<file path="config.mk">
export PLATFORM = sky130hd
export DESIGN_NAME = xmit_enrg_trg
export DESIGN_NICKNAME = d
export VERILOG_FILES = /design/src/rtl/xmit_enrg_trg_pkg.sv /design/src/rtl/xmit_enrg_trg_fifo.sv /design/src/rtl/xmit_enrg_trg.sv
export SDC_FILE = /design/constraint.sdc
export NUM_CORES = 1
export LEC_CHECK = 0
export CAP_MARGIN = 10
export CELL_PAD_IN_SITES_DETAIL_PLACEMENT = 1
export CELL_PAD_IN_SITES_GLOBAL_PLACEMENT = 1
export CORE_UTILIZATION = 45
export DETAILED_ROUTE_END_ITERATION = 8
export PLACE_DENSITY_LB_ADDON = 0.1
export SYNTH_ARGS = -nofsm -noshare
export SYNTH_HDL_FRONTEND = slang
export SYNTH_SLANG_ARGS = --single-unit
export TNS_END_PERCENT = 20
</file>
<file path="constraint.sdc">
create_clock -name Clock -period 2.76 [get_ports Clock]
set_input_delay 0.414 -clock Clock [delete_from_list [all_inputs] [get_ports Clock]]
set_output_delay 0.414 -clock Clock [all_outputs]
set_load 0.01 [all_outputs]
</file>
<file path="src/rtl/xmit_enrg_trg_pkg.sv">
// Shared framing constants and state encodings for the trigger-request link.
// The receiver side imports the same TRG_BITS so both ends agree on frame length.
package xmit_enrg_trg_pkg;

    localparam int   TRG_BITS  = 3;
    localparam logic START_BIT = 1'b1;
    localparam int   GAP_MIN   = 1;

    typedef enum logic [3:0] {
        ST_IDLE  = 4'b0001,
        ST_START = 4'b0010,
        ST_DATA  = 4'b0100,
        ST_GAP   = 4'b1000
    } state_e;

endpackage

</file>
<file path="src/rtl/xmit_enrg_trg_fifo.sv">
// Small synchronous FIFO for trigger words; read data comes from the registered
// storage at the head pointer, and a pop and a write may share one edge even when full.
module xmit_enrg_trg_fifo #(
    parameter int DEPTH = 4,
    parameter int WIDTH = 3
) (
    input  logic             Clock,
    input  logic             Reset,
    input  logic             wr_en,
    input  logic [WIDTH-1:0] wr_data,
    input  logic             pop,
    output logic [WIDTH-1:0] rd_data,
    output logic             full,
    output logic             empty
);

    localparam int           AW       = $clog2(DEPTH);
    localparam logic [AW:0]  FULL_CNT = (AW+1)'(DEPTH);

    logic [WIDTH-1:0] mem_q [DEPTH];
    logic [AW-1:0]    wr_ptr_q, wr_ptr_d;
    logic [AW-1:0]    rd_ptr_q, rd_ptr_d;
    logic [AW:0]      count_q, count_d;
    logic             do_wr, do_pop;

    assign full    = (count_q == FULL_CNT);
    assign empty   = (count_q == '0);
    assign rd_data = mem_q[rd_ptr_q];
    assign do_pop  = pop & ~empty;
    assign do_wr   = wr_en & (~full | do_pop);

    always_comb begin
        wr_ptr_d = wr_ptr_q;
        rd_ptr_d = rd_ptr_q;
        count_d  = count_q;
        if (do_wr)
            wr_ptr_d = wr_ptr_q + AW'(1);
        if (do_pop)
            rd_ptr_d = rd_ptr_q + AW'(1);
        case ({do_wr, do_pop})
            2'b10:   count_d = count_q + (AW+1)'(1);
            2'b01:   count_d = count_q - (AW+1)'(1);
            default: count_d = count_q;
        endcase
    end

    always_ff @(posedge Clock) begin
        if (Reset) begin
            wr_ptr_q <= '0;
            rd_ptr_q <= '0;
            count_q  <= '0;
        end else begin
            wr_ptr_q <= wr_ptr_d;
            rd_ptr_q <= rd_ptr_d;
            count_q  <= count_d;
        end
    end

    // Storage is data only; emptiness is carried entirely by count_q.
    always_ff @(posedge Clock) begin
        if (do_wr)
            mem_q[wr_ptr_q] <= wr_data;
    end

endmodule

</file>
<file path="src/rtl/xmit_enrg_trg.sv">
// Energy-detector trigger transmitter: queues 3-bit trigger words and sends each as
// start bit, b2..b0, then GAP low cycles on the registered single-wire request line.
module xmit_enrg_trg
    import xmit_enrg_trg_pkg::*;
#(
    parameter int DEPTH = 4,
    parameter int GAP   = 1,
    parameter int CNTW  = 8
) (
    input  logic                Clock,
    input  logic                Reset,
    input  logic                TrgStrobe,
    input  logic [TRG_BITS-1:0] TrgWordIn,
    output logic                TReqOut,
    output logic                Busy,
    output logic                Full,
    output logic [CNTW-1:0]     NDropped
);

    localparam int         GW       = $clog2(GAP + 1);
    localparam logic [GW-1:0] GAP_LAST = GW'(GAP - 1);
    localparam logic [1:0] CNT_LAST = 2'(TRG_BITS - 1);

    function automatic logic [CNTW-1:0] sat_inc(input logic [CNTW-1:0] v);
        return (&v) ? v : v + CNTW'(1);
    endfunction

    state_e              state_q, state_d;
    logic [TRG_BITS-1:0] shift_q, shift_d;
    logic [1:0]          cnt_q, cnt_d;
    logic [GW-1:0]       gap_q, gap_d;
    logic                treq_q, treq_d;
    logic [CNTW-1:0]     drop_q, drop_d;
    logic                pop;
    logic                fifo_full, fifo_empty;
    logic [TRG_BITS-1:0] fifo_rd;

    xmit_enrg_trg_fifo #(
        .DEPTH (DEPTH),
        .WIDTH (TRG_BITS)
    ) u_fifo (
        .Clock   (Clock),
        .Reset   (Reset),
        .wr_en   (TrgStrobe),
        .wr_data (TrgWordIn),
        .pop     (pop),
        .rd_data (fifo_rd),
        .full    (fifo_full),
        .empty   (fifo_empty)
    );

    // treq_d is the line level for the state being entered, so TReqOut is a plain flop.
    always_comb begin
        state_d = state_q;
        shift_d = shift_q;
        cnt_d   = cnt_q;
        gap_d   = gap_q;
        treq_d  = 1'b0;
        pop     = 1'b0;
        case (state_q)
            ST_IDLE: begin
                if (!fifo_empty) begin
                    pop     = 1'b1;
                    shift_d = fifo_rd;
                    treq_d  = START_BIT;
                    state_d = ST_START;
                end
            end
            ST_START: begin
                cnt_d   = '0;
                treq_d  = shift_q[TRG_BITS-1];
                shift_d = {shift_q[TRG_BITS-2:0], 1'b0};
                state_d = ST_DATA;
            end
            ST_DATA: begin
                if (cnt_q == CNT_LAST) begin
                    gap_d   = '0;
                    state_d = ST_GAP;
                end else begin
                    cnt_d   = cnt_q + 2'd1;
                    treq_d  = shift_q[TRG_BITS-1];
                    shift_d = {shift_q[TRG_BITS-2:0], 1'b0};
                end
            end
            ST_GAP: begin
                if (gap_q == GAP_LAST) begin
                    if (!fifo_empty) begin
                        pop     = 1'b1;
                        shift_d = fifo_rd;
                        treq_d  = START_BIT;
                        state_d = ST_START;
                    end else begin
                        state_d = ST_IDLE;
                    end
                end else begin
                    gap_d = gap_q + GW'(1);
                end
            end
            default: state_d = ST_IDLE;
        endcase
    end

    // A strobe on a popping edge is accepted by the FIFO, so only a true overflow counts.
    always_comb begin
        drop_d = drop_q;
        if (TrgStrobe && fifo_full && !pop)
            drop_d = sat_inc(drop_q);
    end

    always_ff @(posedge Clock) begin
        if (Reset) begin
            state_q <= ST_IDLE;
            shift_q <= '0;
            cnt_q   <= '0;
            gap_q   <= '0;
            treq_q  <= 1'b0;
            drop_q  <= '0;
        end else begin
            state_q <= state_d;
            shift_q <= shift_d;
            cnt_q   <= cnt_d;
            gap_q   <= gap_d;
            treq_q  <= treq_d;
            drop_q  <= drop_d;
        end
    end

    assign TReqOut  = treq_q;
    assign Busy     = (state_q != ST_IDLE) | ~fifo_empty;
    assign Full     = fifo_full;
    assign NDropped = drop_q;

endmodule

</file>
==> impl_metrics.json, run 1 <==
{
  "finalCoreUtilization": 0.555,
  "post-cts-setup-buffers": 0,
  "p_sw_uw": 634,
  "ir_drop_uv": 599,
  "die_w_microns": 68.9,
  "wl_per_cell_microns": 17.4,
  "powerDensity_mw_per_mm2": 821,
  "synthesis.nets": 205,
  "core-area_sq_mm": 0.00414,
  "p_sw_frac": 0.336,
  "worstPathArrival_ps": 2040,
  "grt_max_degree": 22,
  "r2r_cells": 8,
  "pwr-share-seq": 0.399,
  "mostFrequentLayoutCells": "27 x dfxtp_1, 17 x nor2_1, 16 x clkdlybuf4s50_1",
  "min_period_ps": 2460,
  "vias_per_cell": 5.83,
  "layout_commonest_cell": "dfxtp_1",
  "first_pass_iters": 4,
  "placed_cell_area_sq_mm": 0.00219,
  "p_comb_frac": 0.348,
  "clockBufferDepth": 2,
  "grt_pass1_wl_mm": 7.26,
  "finalPower_mw": 1.89,
  "place_congestion": 0.735,
  "synth_top_area_share": 0.269,
  "fin_cells": 259,
  "io_buffers": 16,
  "final-hold-violation-count": 0,
  "hold_class": "flip-flop to flip-flop",
  "finalSetupTns_ps": 0,
  "rsz0062_at_grt": "false",
  "dp_cells": 251,
  "relSlewSlack": 0.591,
  "post-route-period-util": 0.891,
  "die_area_sq_mm": 0.00474,
  "clkPwrFrac": 0.253,
  "setup_viol": 0,
  "ys_async_sr_fraction": 0,
  "hpwlAfterDp_mm": 3.40,
  "required_ps": 2350,
  "vias": 1509,
  "initialDrtViolationCount": 61,
  "pin_count": 17,
  "crit_type": "flip-flop to output pin",
  "timing.hold.ws_ps": 475,
  "fin_skew_ps": 15.1,
  "row_count": 23,
  "syn_inst": 192,
  "synth_area_sq_mm": 0.00201,
  "critical_path.max_fanout": 8,
  "ys_types": 60,
  "power.internal_mw": 1.25,
  "crit_path_start_kind": "flip-flop",
  "drive_gt1_frac": 0.124,
  "maxCapViolCount": 0,
  "design_area_sq_mm": 0.00230,
  "status": "finished clean",
  "regArea_sq_um": 901,
  "diodes": 0,
  "post_cts_resized": 0,
  "gr-total-overflow": 0,
  "multi_input_area_sq_um": 988,
  "ys_warn_count": 0,
  "dp_slack_ps": 385,
  "grt_pass1_vias": 1523,
  "cts_tree": "built",
  "initial_core_util": 0.486,
  "syn_avg_cell_area_sq_um": 10.5,
  "routed_wl_mm": 4.51,
  "fp.dieH_microns": 68.9,
  "drv_slew": 0,
  "synth_seq_area_share": 0.448,
  "grt_use_total": 0.213,
  "final_nets": 221,
  "numCtsBuffers": 5,
  "synth-edff-count": 12,
  "ys.flop_type": "dfxtp_1",
  "drc": 0,
  "hold_depth": 2,
  "yosysTopAreaCell": "dfxtp_1",
  "ant_nets": 0,
  "cts.sinks": 39,
  "tightestPinTransition_ps": 612,
  "antenna_found_initial": 0,
  "synthTopCellsByArea": "dfxtp_1 27%, edfxtp_1 18%, ha_1 3.7%",
  "fin_ws_ps": 302,
  "max_freq_mhz": 407,
  "worstSetupEndpointType": "output pin",
  "areaGrowthSynthToFinish_pct": 14.3,
  "fillCellCount": 479,
  "cts_htree_levels": 2,
  "cts_root_buffer": "clkbuf_8",
  "cts-hold-fix-buffers": 0,
  "clk_pin_slew_ps": 80,
  "p_leak_nw": 0.830,
  "synth_seq_cells": 39,
  "insertion_delay_ps": 290
}
## Yosys cell counts (all sizes together) (4+ instances only)
master	number
clkbuf	4
o21ai	6
edfxtp	12
buf	7
a21oi	12
inv	12
xor2	4
nand2	5
nor3	4
and3	4
nor2	17
dfxtp	27
or4	4
ha	6
or3	4
o31ai	4
nand3	11
## worst max-delay path, cell delays in order (launching register included)
cell	delay, ps
dfxtp_1	420
or4b_4	590
nor2_1	200
inv_1	60
clkdlybuf4s50_1	480
## cell families after synthesis
family                   count (synthesis)  synth area share
AO/OA/AOI/OAI                           42             0.162
AND/OR/NAND/NOR                         69             0.203
XOR/XNOR                                 5            0.0218
multiplexers                             7            0.0566
adder cells (fa/ha/maj)                  7            0.0473
buffers and inverters                   23            0.0609
flip-flops                              39             0.448
## power groups by stage
stage	sequential (mW)	combinational, mW	clock, mW
after CTS	0.755	0.662	0.490
after global placement	0.758	0.620	0
after floorplan	0.734	0.525	0
after global routing	0.769	0.719	0.515
after detailed placement	0.768	0.657	0
final	0.753	0.656	0.478
## per-layer routing
| metal | wire length (microns) | part of all wire | vias up | global-route usage |
|---|---|---|---|---|
| met4 | 29 | 0.0064 | 0 | 0.0740 |
| li1 | - | - | 739 | - |
| met2 | 2200 | 0.49 | 17 | 0.359 |
| met5 | 0 | 0 | - | 0 |
| met3 | 144 | 0.032 | 4 | 0.0461 |
| met1 | 2140 | 0.47 | 749 | 0.268 |
## final cells by class
type                            instances  area share
Clock buffer                            5      0.0299
Clock inverter                          3      0.0190
Sequential cell                        39       0.392
Tap cell                               50      0.0272
Timing Repair Buffer                   20      0.0827
Inverter                               12      0.0196
Multi-Input combinational cell        130       0.430
## path summary, 6_finish.rpt
| kind | from | endpoint | slack [ps] |
|---|---|---|---|
| hold reg to reg | shift_q[0] | shift_q[0] | 480 |
| hold / removal | shift_q[0] | shift_q[0] | 480 |
| setup reg to reg | state_q[1] | u_fifo.count_q[2] | 360 |
| setup / recovery | state_q[3] | Busy | 300 |
## sequential cells by signal, indices dropped and copies added (netlist names), named ones only
register         count
u_fifo.mem_q        12
state_q              4
cnt_q                2
u_fifo.wr_ptr_q      2
u_fifo.count_q       3
NDropped             8
TReqOut              1
shift_q              3
u_fifo.rd_ptr_q      2
Power figures use the tool's default switching activity.
==> run 2: changes to the inputs <==
--- a/config.mk
+++ b/config.mk
@@ -8,6 +8,7 @@
 export CAP_MARGIN = 10
 export CELL_PAD_IN_SITES_DETAIL_PLACEMENT = 1
 export CELL_PAD_IN_SITES_GLOBAL_PLACEMENT = 1
+export CORE_MARGIN = 3
 export CORE_UTILIZATION = 45
 export DETAILED_ROUTE_END_ITERATION = 8
 export PLACE_DENSITY_LB_ADDON = 0.1
==> run 2 against run 1 <==
Compared with the run above:
- register-to-register slack worse by 30 ps
- total power down 0.48%
- critical path depth unchanged
- clock skew down 11 ps
- utilization down 0.12 points
- final cell count unchanged
- sequential cell count unchanged
- fmax about the same
- largest cell class unchanged
- sequential power about the same
- final area down 0.22%
- non-clock buffer count unchanged
- wire length up 0.93%
==> impl_metrics.json, run 2 (synthesis results as in run 1) <==
{
  "status": "finished clean",
  "wl_per_cell_microns": 17.6,
  "clockBufferDepth": 2,
  "post-cts-setup-buffers": 0,
  "drv_slew": 0,
  "pin_count": 17,
  "holdCritStartpoint": "shift_q[1]",
  "maxCapViolCount": 0,
  "vias": 1506,
  "final-hold-violation-count": 0,
  "max_freq_mhz": 407,
  "row_count": 23,
  "vias_per_cell": 5.81,
  "cts_htree_levels": 2,
  "rsz0062_at_grt": "false",
  "r2r_cells": 8,
  "crit_type": "flip-flop to output pin",
  "critical_path.max_fanout": 7,
  "ant_nets": 0,
  "hpwlAfterDp_mm": 3.39,
  "cts_tree": "built",
  "fin_skew_ps": 4.52,
  "cts_root_buffer": "clkbuf_8",
  "hold_class": "flip-flop to flip-flop",
  "drc": 0,
  "finalCoreUtilization": 0.554,
  "cts-hold-fix-buffers": 0,
  "io_buffers": 16,
  "finalSetupTns_ps": 0,
  "crit_path_start_kind": "flip-flop",
  "core-area_sq_mm": 0.00414,
  "final_nets": 221,
  "setup_viol": 0,
  "largest_reg_flops": 12,
  "worstReg2RegEnd": "u_fifo.count_q[2]",
  "timing.hold.ws_ps": 480,
  "die_w_microns": 72.9,
  "antenna_found_initial": 0,
  "first_pass_iters": 4,
  "diodes": 0,
  "initial_core_util": 0.486,
  "gr-total-overflow": 0,
  "min_period_ps": 2460,
  "post_cts_resized": 0,
  "r2r-start": "state_q[2]",
  "fp.dieH_microns": 72.9,
  "p_leak_nw": 0.828,
  "worstPathArrival_ps": 2040,
  "r2r_slack_ps": 330,
  "numCtsBuffers": 5,
  "required_ps": 2350,
  "clk_pin_slew_ps": 70,
  "relSlewSlack": 0.599,
  "mostFrequentLayoutCells": "27 x dfxtp_1, 17 x nor2_1, 16 x clkdlybuf4s50_1",
  "grt_max_degree": 20,
  "grt_pass1_vias": 1588,
  "finalPower_mw": 1.88,
  "hold_depth": 2,
  "worstSetupEndpointType": "output pin",
  "cts.sinks": 39,
  "grt_pass1_wl_mm": 7.67,
  "powerDensity_mw_per_mm2": 819,
  "insertion_delay_ps": 290,
  "areaGrowthSynthToFinish_pct": 14.1,
  "ir_drop_uv": 492,
  "grt_use_total": 0.188,
  "routed_wl_mm": 4.55,
  "post-route-period-util": 0.890,
  "layout_commonest_cell": "dfxtp_1",
  "initialDrtViolationCount": 79,
  "tightestPinTransition_ps": 600,
  "worst_hold_path.endpoint": "shift_q[1]",
  "die_area_sq_mm": 0.00531,
  "place_congestion": 0.813,
  "largest_register": "u_fifo.mem_q",
  "drive_gt1_frac": 0.120
}
run 2: layout make-up:
type,count,area [sq um]
clock buffers,5,68.8
clock inverters,3,38.8
fillers,453,1850
inverters,12,45.0
multi-input cells,130,988
flip-flops and latches,39,901
well taps,50,62.6
repair buffers,20,190
run 2: critical path, stage by stage, from the launching register on:
cell	delay, ps
dfxtp_1	490
or4b_4	510
nor2_1	190
inv_1	80
clkdlybuf4s50_1	480
run 2: per-layer routing:
metal / track usage / vias up / routed length [microns]
met5: 0 / - / 0
met4: 0.0492 / 0 / 33
met3: 0.0455 / 5 / 121
met2: 0.313 / 18 / 2230
met1: 0.245 / 738 / 2170
li1: - / 745 / -
run 2: how the worst max path moves through the flow:
stage                     slack [ps]  depth (start not counted)           endpoint  startpoint
final                            300                          4               Busy  state_q[0]
after global routing             160                          4               Busy  state_q[0]
after CTS                        280                          4               Busy  state_q[0]
after detailed placement         380                          8  u_fifo.count_q[2]  state_q[1]
after global placement           560                          8  u_fifo.count_q[2]  state_q[1]
after floorplan                  770                          8  u_fifo.count_q[2]  state_q[1]
run 2: power by group:
part | internal (mW) | total, mW | leakage, nW | switching, mW
Combinational | 0.311 | 0.660 | 0.442 | 0.349
Sequential | 0.673 | 0.756 | 0.330 | 0.0826
Clock | 0.265 | 0.463 | 0.0556 | 0.198
run 2: stage by stage:
stage | area (sq um) | setup slack, ps | std cells
after floorplan | 2010 | 770 | 192
after global placement | 2190 | 559 | 251
after detailed placement | 2190 | 384 | 251
after CTS | 2290 | 278 | 259
after global routing | 2290 | 160 | 259
final | 2290 | 302 | 259
==> run 3: changes to the inputs <==
--- a/config.mk
+++ b/config.mk
@@ -5,7 +5,7 @@
 export SDC_FILE = /design/constraint.sdc
 export NUM_CORES = 1
 export LEC_CHECK = 0
-export CAP_MARGIN = 10
+export CAP_MARGIN = 30
 export CELL_PAD_IN_SITES_DETAIL_PLACEMENT = 1
 export CELL_PAD_IN_SITES_GLOBAL_PLACEMENT = 1
 export CORE_MARGIN = 3
==> results of run 3 <==
Final layout, timing and power as in run 2 (identical DEF).
